`config.mk`:
```
export PLATFORM = sky130hd
export DESIGN_NAME = regfile_scoreboard_flat
export DESIGN_NICKNAME = d
export VERILOG_FILES = /design/src/rtl/regfile_scoreboard_if.sv /design/src/rtl/regfile_scoreboard.sv /design/src/flat_wrapper.sv
export SDC_FILE = /design/constraint.sdc
export NUM_CORES = 2
export LEC_CHECK = 0
export CAP_MARGIN = 10
export CORE_ASPECT_RATIO = 0.5
export CORE_MARGIN = 2
export CORE_UTILIZATION = 35
export DETAILED_ROUTE_END_ITERATION = 8
export PLACE_DENSITY_LB_ADDON = 0.3
export SYNTH_ARGS = -nofsm -noshare
export SYNTH_HDL_FRONTEND = slang
export SYNTH_SLANG_ARGS = --single-unit
export TNS_END_PERCENT = 30
```
`constraint.sdc`:
```
create_clock -name clk -period 15.4 [get_ports clk]
set_clock_uncertainty 0.2 [all_clocks]
set_input_delay 3.85 -clock clk [delete_from_list [all_inputs] [get_ports clk]]
set_output_delay 3.85 -clock clk [all_outputs]
set_load 0.02 [all_outputs]
```
`src/rtl/regfile_scoreboard_if.sv`:
```
// Issue/read/writeback bundle between decode-issue, WB and the register file scoreboard.
`timescale 1ns/1ps
interface regfile_scoreboard_if #(
  parameter int DATA_W   = 32,
  parameter int NUM_REGS = 32
);
  localparam int ADDR_W = $clog2(NUM_REGS);

  logic [ADDR_W-1:0]   rd_addr_a;
  logic [ADDR_W-1:0]   rd_addr_b;
  logic [DATA_W-1:0]   rd_data_a;
  logic [DATA_W-1:0]   rd_data_b;
  logic                iss_valid;
  logic [ADDR_W-1:0]   iss_dst;
  logic                iss_use_a;
  logic                iss_use_b;
  logic                stall;
  logic                wr_en;
  logic [ADDR_W-1:0]   wr_addr;
  logic [DATA_W-1:0]   wr_data;
  logic [NUM_REGS-1:0] busy_mask;
  logic                sb_err;

  modport master (
    output rd_addr_a, rd_addr_b, iss_valid, iss_dst, iss_use_a, iss_use_b,
           wr_en, wr_addr, wr_data,
    input  rd_data_a, rd_data_b, stall, busy_mask, sb_err
  );

  modport slave (
    input  rd_addr_a, rd_addr_b, iss_valid, iss_dst, iss_use_a, iss_use_b,
           wr_en, wr_addr, wr_data,
    output rd_data_a, rd_data_b, stall, busy_mask, sb_err
  );
endinterface

```
`src/rtl/regfile_scoreboard.sv`:
```
// Register file with per-register outstanding-write counters, RAW stall generation
// and optional writeback-to-read forwarding.
`timescale 1ns/1ps
module regfile_scoreboard #(
  parameter int DATA_W     = 32,
  parameter int NUM_REGS   = 32,
  parameter int PEND_W     = 2,
  parameter int INIT_INDEX = 1,
  parameter int BYPASS     = 1
) (
  input logic                 clk,
  input logic                 rst,
  regfile_scoreboard_if.slave bus
);
  localparam int ADDR_W = $clog2(NUM_REGS);
  localparam logic [PEND_W-1:0] PEND_MAX = '1;

  logic [DATA_W-1:0]   regs [NUM_REGS];
  logic [PEND_W-1:0]   pend [NUM_REGS];
  logic                sb_err_q;
  logic                wr_live;
  logic                haz_a;
  logic                haz_b;
  logic                dst_full;
  logic                stall_c;
  logic                accept;
  logic [NUM_REGS-1:0] inc;
  logic [NUM_REGS-1:0] dec;

  function automatic logic [DATA_W-1:0] read_port(input logic [ADDR_W-1:0] addr);
    if (addr == '0)
      return '0;
    else if ((BYPASS != 0) && bus.wr_en && (bus.wr_addr == addr))
      return bus.wr_data;
    else
      return regs[addr];
  endfunction

  // A single pending write being retired this very cycle is covered by forwarding.
  function automatic logic hazard(input logic use_src, input logic [ADDR_W-1:0] addr);
    logic fwd;
    fwd = (BYPASS != 0) && (pend[addr] == PEND_W'(1)) && bus.wr_en && (bus.wr_addr == addr);
    return use_src && (addr != '0) && (pend[addr] != '0) && !fwd;
  endfunction

  always_comb begin
    wr_live  = bus.wr_en && (bus.wr_addr != '0);
    haz_a    = hazard(bus.iss_use_a, bus.rd_addr_a);
    haz_b    = hazard(bus.iss_use_b, bus.rd_addr_b);
    dst_full = (bus.iss_dst != '0) && (pend[bus.iss_dst] == PEND_MAX);
    stall_c  = bus.iss_valid && (haz_a || haz_b || dst_full);
    accept   = bus.iss_valid && !stall_c;
    inc = '0;
    dec = '0;
    for (int unsigned i = 1; i < NUM_REGS; i++) begin
      inc[i] = accept && (bus.iss_dst == ADDR_W'(i));
      dec[i] = wr_live && (bus.wr_addr == ADDR_W'(i));
    end
    bus.rd_data_a = read_port(bus.rd_addr_a);
    bus.rd_data_b = read_port(bus.rd_addr_b);
    bus.stall     = stall_c;
    bus.sb_err    = sb_err_q;
    bus.busy_mask = '0;
    for (int unsigned i = 0; i < NUM_REGS; i++)
      bus.busy_mask[i] = (pend[i] != '0);
  end

  always_ff @(posedge clk or negedge rst) begin
    if (!rst) begin
      for (int unsigned i = 0; i < NUM_REGS; i++) begin
        regs[i] <= (INIT_INDEX != 0) ? DATA_W'(i) : '0;
        pend[i] <= '0;
      end
      sb_err_q <= 1'b0;
    end else begin
      if (wr_live) begin
        regs[bus.wr_addr] <= bus.wr_data;
        // Retiring a write nobody issued is flagged even if an issue lands on it the same cycle.
        if (pend[bus.wr_addr] == '0)
          sb_err_q <= 1'b1;
      end
      for (int unsigned i = 1; i < NUM_REGS; i++) begin
        if (inc[i] && !dec[i])
          pend[i] <= pend[i] + 1'b1;
        else if (dec[i] && !inc[i] && (pend[i] != '0))
          pend[i] <= pend[i] - 1'b1;
      end
    end
  end
endmodule

```
`src/flat_wrapper.sv`:
```
// flat-port wrapper written by rule: the top's interface ports become plain ports
module regfile_scoreboard_flat 
#(
  parameter int DATA_W     = 32,
  parameter int NUM_REGS   = 32,
  parameter int PEND_W     = 2,
  parameter int INIT_INDEX = 1,
  parameter int BYPASS     = 1
)
  (clk, rst, bus_rd_addr_a, bus_rd_addr_b, bus_iss_valid, bus_iss_dst, bus_iss_use_a, bus_iss_use_b, bus_wr_en, bus_wr_addr, bus_wr_data, bus_rd_data_a, bus_rd_data_b, bus_stall, bus_busy_mask, bus_sb_err);
  regfile_scoreboard_if #(.DATA_W(DATA_W), .NUM_REGS(NUM_REGS)) bus_i ();
  input logic clk;
  input logic rst;
  input wire logic [$bits(bus_i.rd_addr_a)-1:0] bus_rd_addr_a;
  input wire logic [$bits(bus_i.rd_addr_b)-1:0] bus_rd_addr_b;
  input wire logic [$bits(bus_i.iss_valid)-1:0] bus_iss_valid;
  input wire logic [$bits(bus_i.iss_dst)-1:0] bus_iss_dst;
  input wire logic [$bits(bus_i.iss_use_a)-1:0] bus_iss_use_a;
  input wire logic [$bits(bus_i.iss_use_b)-1:0] bus_iss_use_b;
  input wire logic [$bits(bus_i.wr_en)-1:0] bus_wr_en;
  input wire logic [$bits(bus_i.wr_addr)-1:0] bus_wr_addr;
  input wire logic [$bits(bus_i.wr_data)-1:0] bus_wr_data;
  output wire logic [$bits(bus_i.rd_data_a)-1:0] bus_rd_data_a;
  output wire logic [$bits(bus_i.rd_data_b)-1:0] bus_rd_data_b;
  output wire logic [$bits(bus_i.stall)-1:0] bus_stall;
  output wire logic [$bits(bus_i.busy_mask)-1:0] bus_busy_mask;
  output wire logic [$bits(bus_i.sb_err)-1:0] bus_sb_err;
  assign bus_i.rd_addr_a = bus_rd_addr_a;
  assign bus_i.rd_addr_b = bus_rd_addr_b;
  assign bus_i.iss_valid = bus_iss_valid;
  assign bus_i.iss_dst = bus_iss_dst;
  assign bus_i.iss_use_a = bus_iss_use_a;
  assign bus_i.iss_use_b = bus_iss_use_b;
  assign bus_i.wr_en = bus_wr_en;
  assign bus_i.wr_addr = bus_wr_addr;
  assign bus_i.wr_data = bus_wr_data;
  assign bus_rd_data_a = bus_i.rd_data_a;
  assign bus_rd_data_b = bus_i.rd_data_b;
  assign bus_stall = bus_i.stall;
  assign bus_busy_mask = bus_i.busy_mask;
  assign bus_sb_err = bus_i.sb_err;
  regfile_scoreboard #(.DATA_W(DATA_W), .NUM_REGS(NUM_REGS), .PEND_W(PEND_W), .INIT_INDEX(INIT_INDEX), .BYPASS(BYPASS)) u_core (.clk(clk), .rst(rst), .bus(bus_i));
endmodule
```
# [After elaboration in Yosys (flattened, before gate mapping)]
# Index checks and enable logic that the tools add are counted.
# W data, S select, Z words.
[totals] word_cells=601 output_inout_bits=98 register_bits=1087 input_bits=58
[op_classes] n_reduce_logical=312 n_bitwise=4 n_eq_ne=67 muxes=87 add_sub_neg=62 order_cmp=5
[op_table] cell="$bwmux W1024" count=1
[op_table] cell="$bmux W32 S5" count=2
[op_table] cell="$mux W32" count=9
[op_table] cell="$logic_and A1 B1 Y1" count=172
[op_table] cell="$demux W32 S5" count=1
[op_table] cell="$eq A5 B5 Y1 const B" count=32
[op_table] cell="$mux W2" count=70
[op_table] cell="$reduce_bool A2 Y1" count=65
[op_table] cell="$eq A5 B4 Y1 const B" count=16
[op_table] cell="$logic_not A1 Y1" count=65
[op_table] cell="$add A2 B1 Y2 const B" count=31
[op_table] cell="$sub A2 B1 Y2 const B" count=31
[op_table] cell="$bmux W2 S5" count=4
[op_table] cell="$eq A5 B3 Y1 const B" count=8
[op_table] cell="$ge A6 B6 Y1 const B" count=4
[op_table] cell="$not A5 Y6" count=4
[op_table] cell="$eq A5 B2 Y1 const B" count=4
[op_table] cell="$reduce_bool A5 Y1" count=4
[op_table] cell="$eq A5 B1 Y1 const B" count=2
[op_table] cell="$eq A5 B5 Y1" count=2
[op_table] cell="$logic_not A5 Y1" count=2
[op_table] cell="$lt A6 B1 Y1 const B" count=1
[op_table] cell="$eq A2 B1 Y1 const B" count=2
[op_table] cell="$eq A2 B2 Y1 const B" count=1
[op_table] cell="3 further kinds" count=4

# [Depth between registers and ports, before layout]
[depth] ltp_word=20 depth_mapped=14 depth_no_buf=8

# [Least setup slack after synthesis]
# OpenSTA, ideal clock, no wires.
[synth_timing] kind="input port to output port" startpoint="input port bus_rd_addr_a[0]" endpoint="output port bus_rd_data_a[10]" stages=9 path_slack_ns=4.911 n_path_buf=5 t_required_ns=11.350 t_arrival_ns=6.439 cell_sequence="buf_6 buf_6 buf_2 clkbuf_1 buf_1 mux4_2 mux4_2 mux2i_1 a211oi_1"
[synth_between] elab_chain_len=6 word_cells_on_any_way=9
[synth_lines] element="from (decl)" line="flat_wrapper.sv:14" source="input wire logic [$bits(bus_i.rd_addr_a)-1:0] bus_rd_addr_a;"
[synth_lines] element="$not A5 Y6 (implied by the code)" line="regfile_scoreboard.sv:36" source="return regs[addr];"
[synth_lines] element="$bmux W32 S5" line="regfile_scoreboard.sv:36"
[synth_lines] element="$mux W32 (implied by the code) (2 in a row)" line="regfile_scoreboard.sv:36"
[synth_lines] element="$mux W32" line="regfile_scoreboard.sv:33" source="else if ((BYPASS != 0) && bus.wr_en && (bus.wr_addr == addr))"
[synth_lines] element="$mux W32 *" line="regfile_scoreboard.sv:31" source="if (addr == '0)"
[synth_lines] element="to (decl)" line="flat_wrapper.sv:23" source="output wire logic [$bits(bus_i.rd_data_a)-1:0] bus_rd_data_a;"
# Every way passes the cells marked *; elsewhere a longest branch is shown, timed or not. The select of a mux whose other input is x is not followed.

# [Final worst setup path]
[layout_timing] startpoint="input port bus_iss_dst[0]" endpoint="output port bus_stall"
[layout_between] elab_chain_len=8 word_cells_on_any_way=9
[layout_lines] element="from (decl)" line="flat_wrapper.sv:17" source="input wire logic [$bits(bus_i.iss_dst)-1:0] bus_iss_dst;"
[layout_lines] element="$not A5 Y6 (implied by the code)" line="regfile_scoreboard.sv:50" source="dst_full = (bus.iss_dst != '0) && (pend[bus.iss_dst] == PEND_MAX);"
[layout_lines] element="$bmux W2 S5" line="regfile_scoreboard.sv:50"
[layout_lines] element="$mux W2 (implied by the code) (2 in a row)" line="regfile_scoreboard.sv:50"
[layout_lines] element="$eq A2 B2 Y1" line="regfile_scoreboard.sv:50"
[layout_lines] element="$logic_and A1 B1 Y1 *" line="regfile_scoreboard.sv:50"
[layout_lines] element="$logic_or A1 B1 Y1 *" line="regfile_scoreboard.sv:51" source="stall_c = bus.iss_valid && (haz_a || haz_b || dst_full);"
[layout_lines] element="$logic_and A1 B1 Y1 *" line="regfile_scoreboard.sv:51"
[layout_lines] element="to (decl)" line="flat_wrapper.sv:25" source="output wire logic [$bits(bus_i.stall)-1:0] bus_stall;"
# Marks and branches as above.

==> parameters.txt <==
Parameter                              Value

STA
  Max transition margin ... 0.130
  Tightest hold margin ... approximately 0.2 ns
  Final worst path period share ... 0.781
  Post-route minimum period ... 12.02 ns
  Final Max Tran Viols ... 0
  Number of hold violations in the final report ... 0
  Final TNS setup ... 0 ns
  Unrepaired setup endpoints after global routing ... false
  Final setup violation count ... 0
  Pin slew with the least headroom to its limit ... about 1.3 ns
  Highest clock rate ... 0.0832 GHz

Setup path
  Data required time at the worst endpoint ... between 10 and 15 ns
  Reg2Reg Depth ... 8
  Crit Path Class ... input port to output pin
  Element type at the critical path start ... input port
  Minimum setup slack among reg-to-reg paths ... 10.74 ns
  Crit path DAT ... about 8.0 ns
  Kind of end point of the critical path ... output pin
  Max FO, Critical Path ... 36

Final layout
  Most common cell after layout, fill and taps aside ... sky130_fd_sc_hd__dfrtp_1
  Commonest cells after routing, fill and taps aside ... sky130_fd_sc_hd__dfrtp_1, sky130_fd_sc_hd__mux2_2, sky130_fd_sc_hd__mux4_2
  Fillers ... 15600
  Fraction of final layout cells with drive strength greater than 1 ... 0.463
  Finished Cell Area ... 68000 um2
  Syn-to-layout area delta ... 12.4%
  Net count of the finished layout ... 4234

Floorplanning
  Overall die height ... 298 um
  Starting density of the core ... 0.354
  Die area ... 176000 um2
  Overall die width ... just under 600 um
  # IOs ... 156
  Area inside the core boundary ... 171000 um2
  Num rows ... 107

Detailed routing
  Wire length per cell after detailed routing ... 29.4 um
  Number of iterations in the first detailed-routing pass ... 6
  Final antenna-violating net count ... 0
  1st-iter DRT viols ... roughly 3800
  Via Count ... roughly 39000
  Via/cell ratio ... 6.02
  Aggregate routed wire length ... 193 mm
  DRC ... 0

Synthesis
  Post-synthesis register bit count ... 1087
  Share of async-settable or async-resettable flops after synthesis ... 1.00
  Proportion of netlist area held by the largest area contributor ... 0.416
  Nets in the synthesized netlist ... 4352
  Cells taking the most area after synthesis ... sky130_fd_sc_hd__dfrtp_1, sky130_fd_sc_hd__mux4_2, sky130_fd_sc_hd__mux2_2, sky130_fd_sc_hd__dfstp_2, sky130_fd_sc_hd__nand2_1
  Post-synthesis sequential area ratio ... 0.451
  Netlist cell types ... 67
  Commonest register cell after synthesis ... sky130_fd_sc_hd__dfrtp_1
  Number of warnings reported in the yosys synthesis log ... 2
  Average instance area after synthesis ... 14.1 um2
  Most area-hungry cell type in the Yosys netlist ... sky130_fd_sc_hd__dfrtp_1
  Instance count of the mapped netlist ... around 4300
  Post-Synthesis Cell Area ... 60500 um2
  Number of synthesized flops with an enable pin ... 0

Power
  Static leakage ... 28.5 nW
  Power Total ... roughly 0.0088 W
  Pwr per Cell Area ... 129 nW/um2
  Worst IR drop on VDD ... 0.0897 mV

Placed design
  Global placer's final weighted congestion ... 0.854
  Sum of net half-perimeters after detailed placement ... 105 mm
  Quantity of I/O buffers inserted on ports ... about 150
  Placed standard-cell area ... 64100 um2

Hold path
  Hold-critical path depth ... 0
  Hold Crit Class ... register to register

Outcome
  Result of the run ... complete, no violations

GRT
  Global-route wire length before repair ... 285 mm
  Vias in the first global route ... slightly above 40000
  All-layer global routing usage ... 0.218
  GRT overflow ... 0
  Largest net degree at the start of global routing ... 176
  Initial antenna violation count ... 1

Clock network
  Clock tree from TritonCTS ... built
  Number of gates resized after CTS ... 0
  Clock-pin slew reported for the worst setup and hold paths after clock tree synthesis ... 0.06 ns
  CTS sink cnt ... 1087
  Clock insertion delay at the later pin of the skew report ... about 0.73 ns
  Maximum number of buffers from clock root to sink ... 3
  Post-CTS Setup Inserts ... 0
  Depth of the CTS H-tree ... 3
  CTS Root Cell ... sky130_fd_sc_hd__clkbuf_16
  TritonCTS buffer count ... between 100 and 150
  CTS Hold Buffers Added ... 0

Job
  Number of max-capacitance violations reported ... 0
-- synth_stat cells, types with 15 or more instances --
| cell type | count |
|---|---|
| sky130_fd_sc_hd__dfrtp_1 | 1007 |
| sky130_fd_sc_hd__dfstp_2 | 80 |
| sky130_fd_sc_hd__nor3b_1 | 15 |
| sky130_fd_sc_hd__buf_2 | 19 |
| sky130_fd_sc_hd__nand2_1 | 542 |
| sky130_fd_sc_hd__buf_1 | 86 |
| sky130_fd_sc_hd__o21a_1 | 18 |
| sky130_fd_sc_hd__nor3_1 | 25 |
| sky130_fd_sc_hd__o21ai_0 | 38 |
| sky130_fd_sc_hd__mux2i_1 | 91 |
| sky130_fd_sc_hd__mux4_2 | 679 |
| sky130_fd_sc_hd__or2_2 | 36 |
| sky130_fd_sc_hd__a211oi_1 | 79 |
| sky130_fd_sc_hd__inv_1 | 20 |
| sky130_fd_sc_hd__nand3_1 | 35 |
| sky130_fd_sc_hd__o22a_1 | 16 |
| sky130_fd_sc_hd__nor2_1 | 130 |
| sky130_fd_sc_hd__mux2_2 | 846 |
| sky130_fd_sc_hd__clkbuf_1 | 355 |
-- where the power goes --
part / leakage, nW / switching [W] / internal (W)
clock: 1.90 / 0.00120 / 0.00167
combinational: 12.9 / 0.000835 / 0.00120
sequential: 13.7 / 0.000433 / 0.00342
total: 28.5 / 0.00247 / 0.00629
-- critical path: stages --
cell and delay [ns]:
sky130_fd_sc_hd__clkdlybuf4s50_1 0.46, sky130_fd_sc_hd__buf_4 0.35, sky130_fd_sc_hd__mux4_2 0.55, sky130_fd_sc_hd__nand2_1 0.08, sky130_fd_sc_hd__o21ai_0 0.12, sky130_fd_sc_hd__a311oi_2 0.85
sky130_fd_sc_hd__nand2_2 0.76, sky130_fd_sc_hd__o21a_1 0.40, sky130_fd_sc_hd__clkdlybuf4s50_1 0.54
-- cell type report --
class / count / area (um2) / share of cell area
Antenna cell: 1 / 2.50 / 0.0000368
Clock buffer: 179 / 3450 / 0.0508
Clock inverter: 28 / 419 / 0.00616
Inverter: 20 / 75.1 / 0.00110
Multi-Input combinational cell: 2721 / 31600 / 0.465
Sequential cell: 1087 / 27300 / 0.401
Tap cell: 2289 / 2860 / 0.0421
Timing Repair Buffer: 236 / 2290 / 0.0337
-- path summary, 6_finish.rpt --
| kind | start | to |
|---|---|---|
| hold / removal | u_core.regs[1010] | u_core.regs[1010] |
| setup reg to reg | u_core.pend[23] | u_core.pend[40] |
| min in group asynchronous | rst | u_core.regs[406] |
| max in group asynchronous | rst | u_core.regs[806] |
| setup / recovery | bus_iss_dst[0] | bus_stall |
| hold reg to reg | u_core.regs[1010] | u_core.regs[1010] |
-- through the flow --
step,setup slack [ns],instances,util
3_3_place_gp,3.43,6353,0.375
6_report,3.38,6561,0.398
5_1_grt,3.19,6560,0.398
2_1_floorplan,4.91,4294,-
4_1_cts,3.42,6560,0.398
3_5_place_dp,3.43,6353,0.375
-- sequential cells by signal, summed over array words and instances, names as in the netlist --
| name | cells |
|---|---|
| u_core.bus.sb_err | 1 |
| u_core.pend | 62 |
| u_core.regs | 1024 |
-- logic make-up (layout without fill, tap and decap cells) --
kind of cell    Yosys count  in the layout  share of synthesized area
simple gates            860            860                     0.0622
xor+xnor                 22             22                    0.00318
mux                    1616           1616                      0.425
compound gates          222            222                     0.0275
other cells               1              2                  0.0000619
buf+inv                 486            463                     0.0310
flops                  1087           1087                      0.451
-- metal layers --
metal,track usage,part of all wire,up-vias
li1,-,-,16000
met1,0.296,0.42,21600
met2,0.357,0.48,1475
met3,0.0400,0.065,343
met4,0.0653,0.030,4
met5,0.00541,0.00076,-
Note: power is estimated with default switching activity, not from simulation.
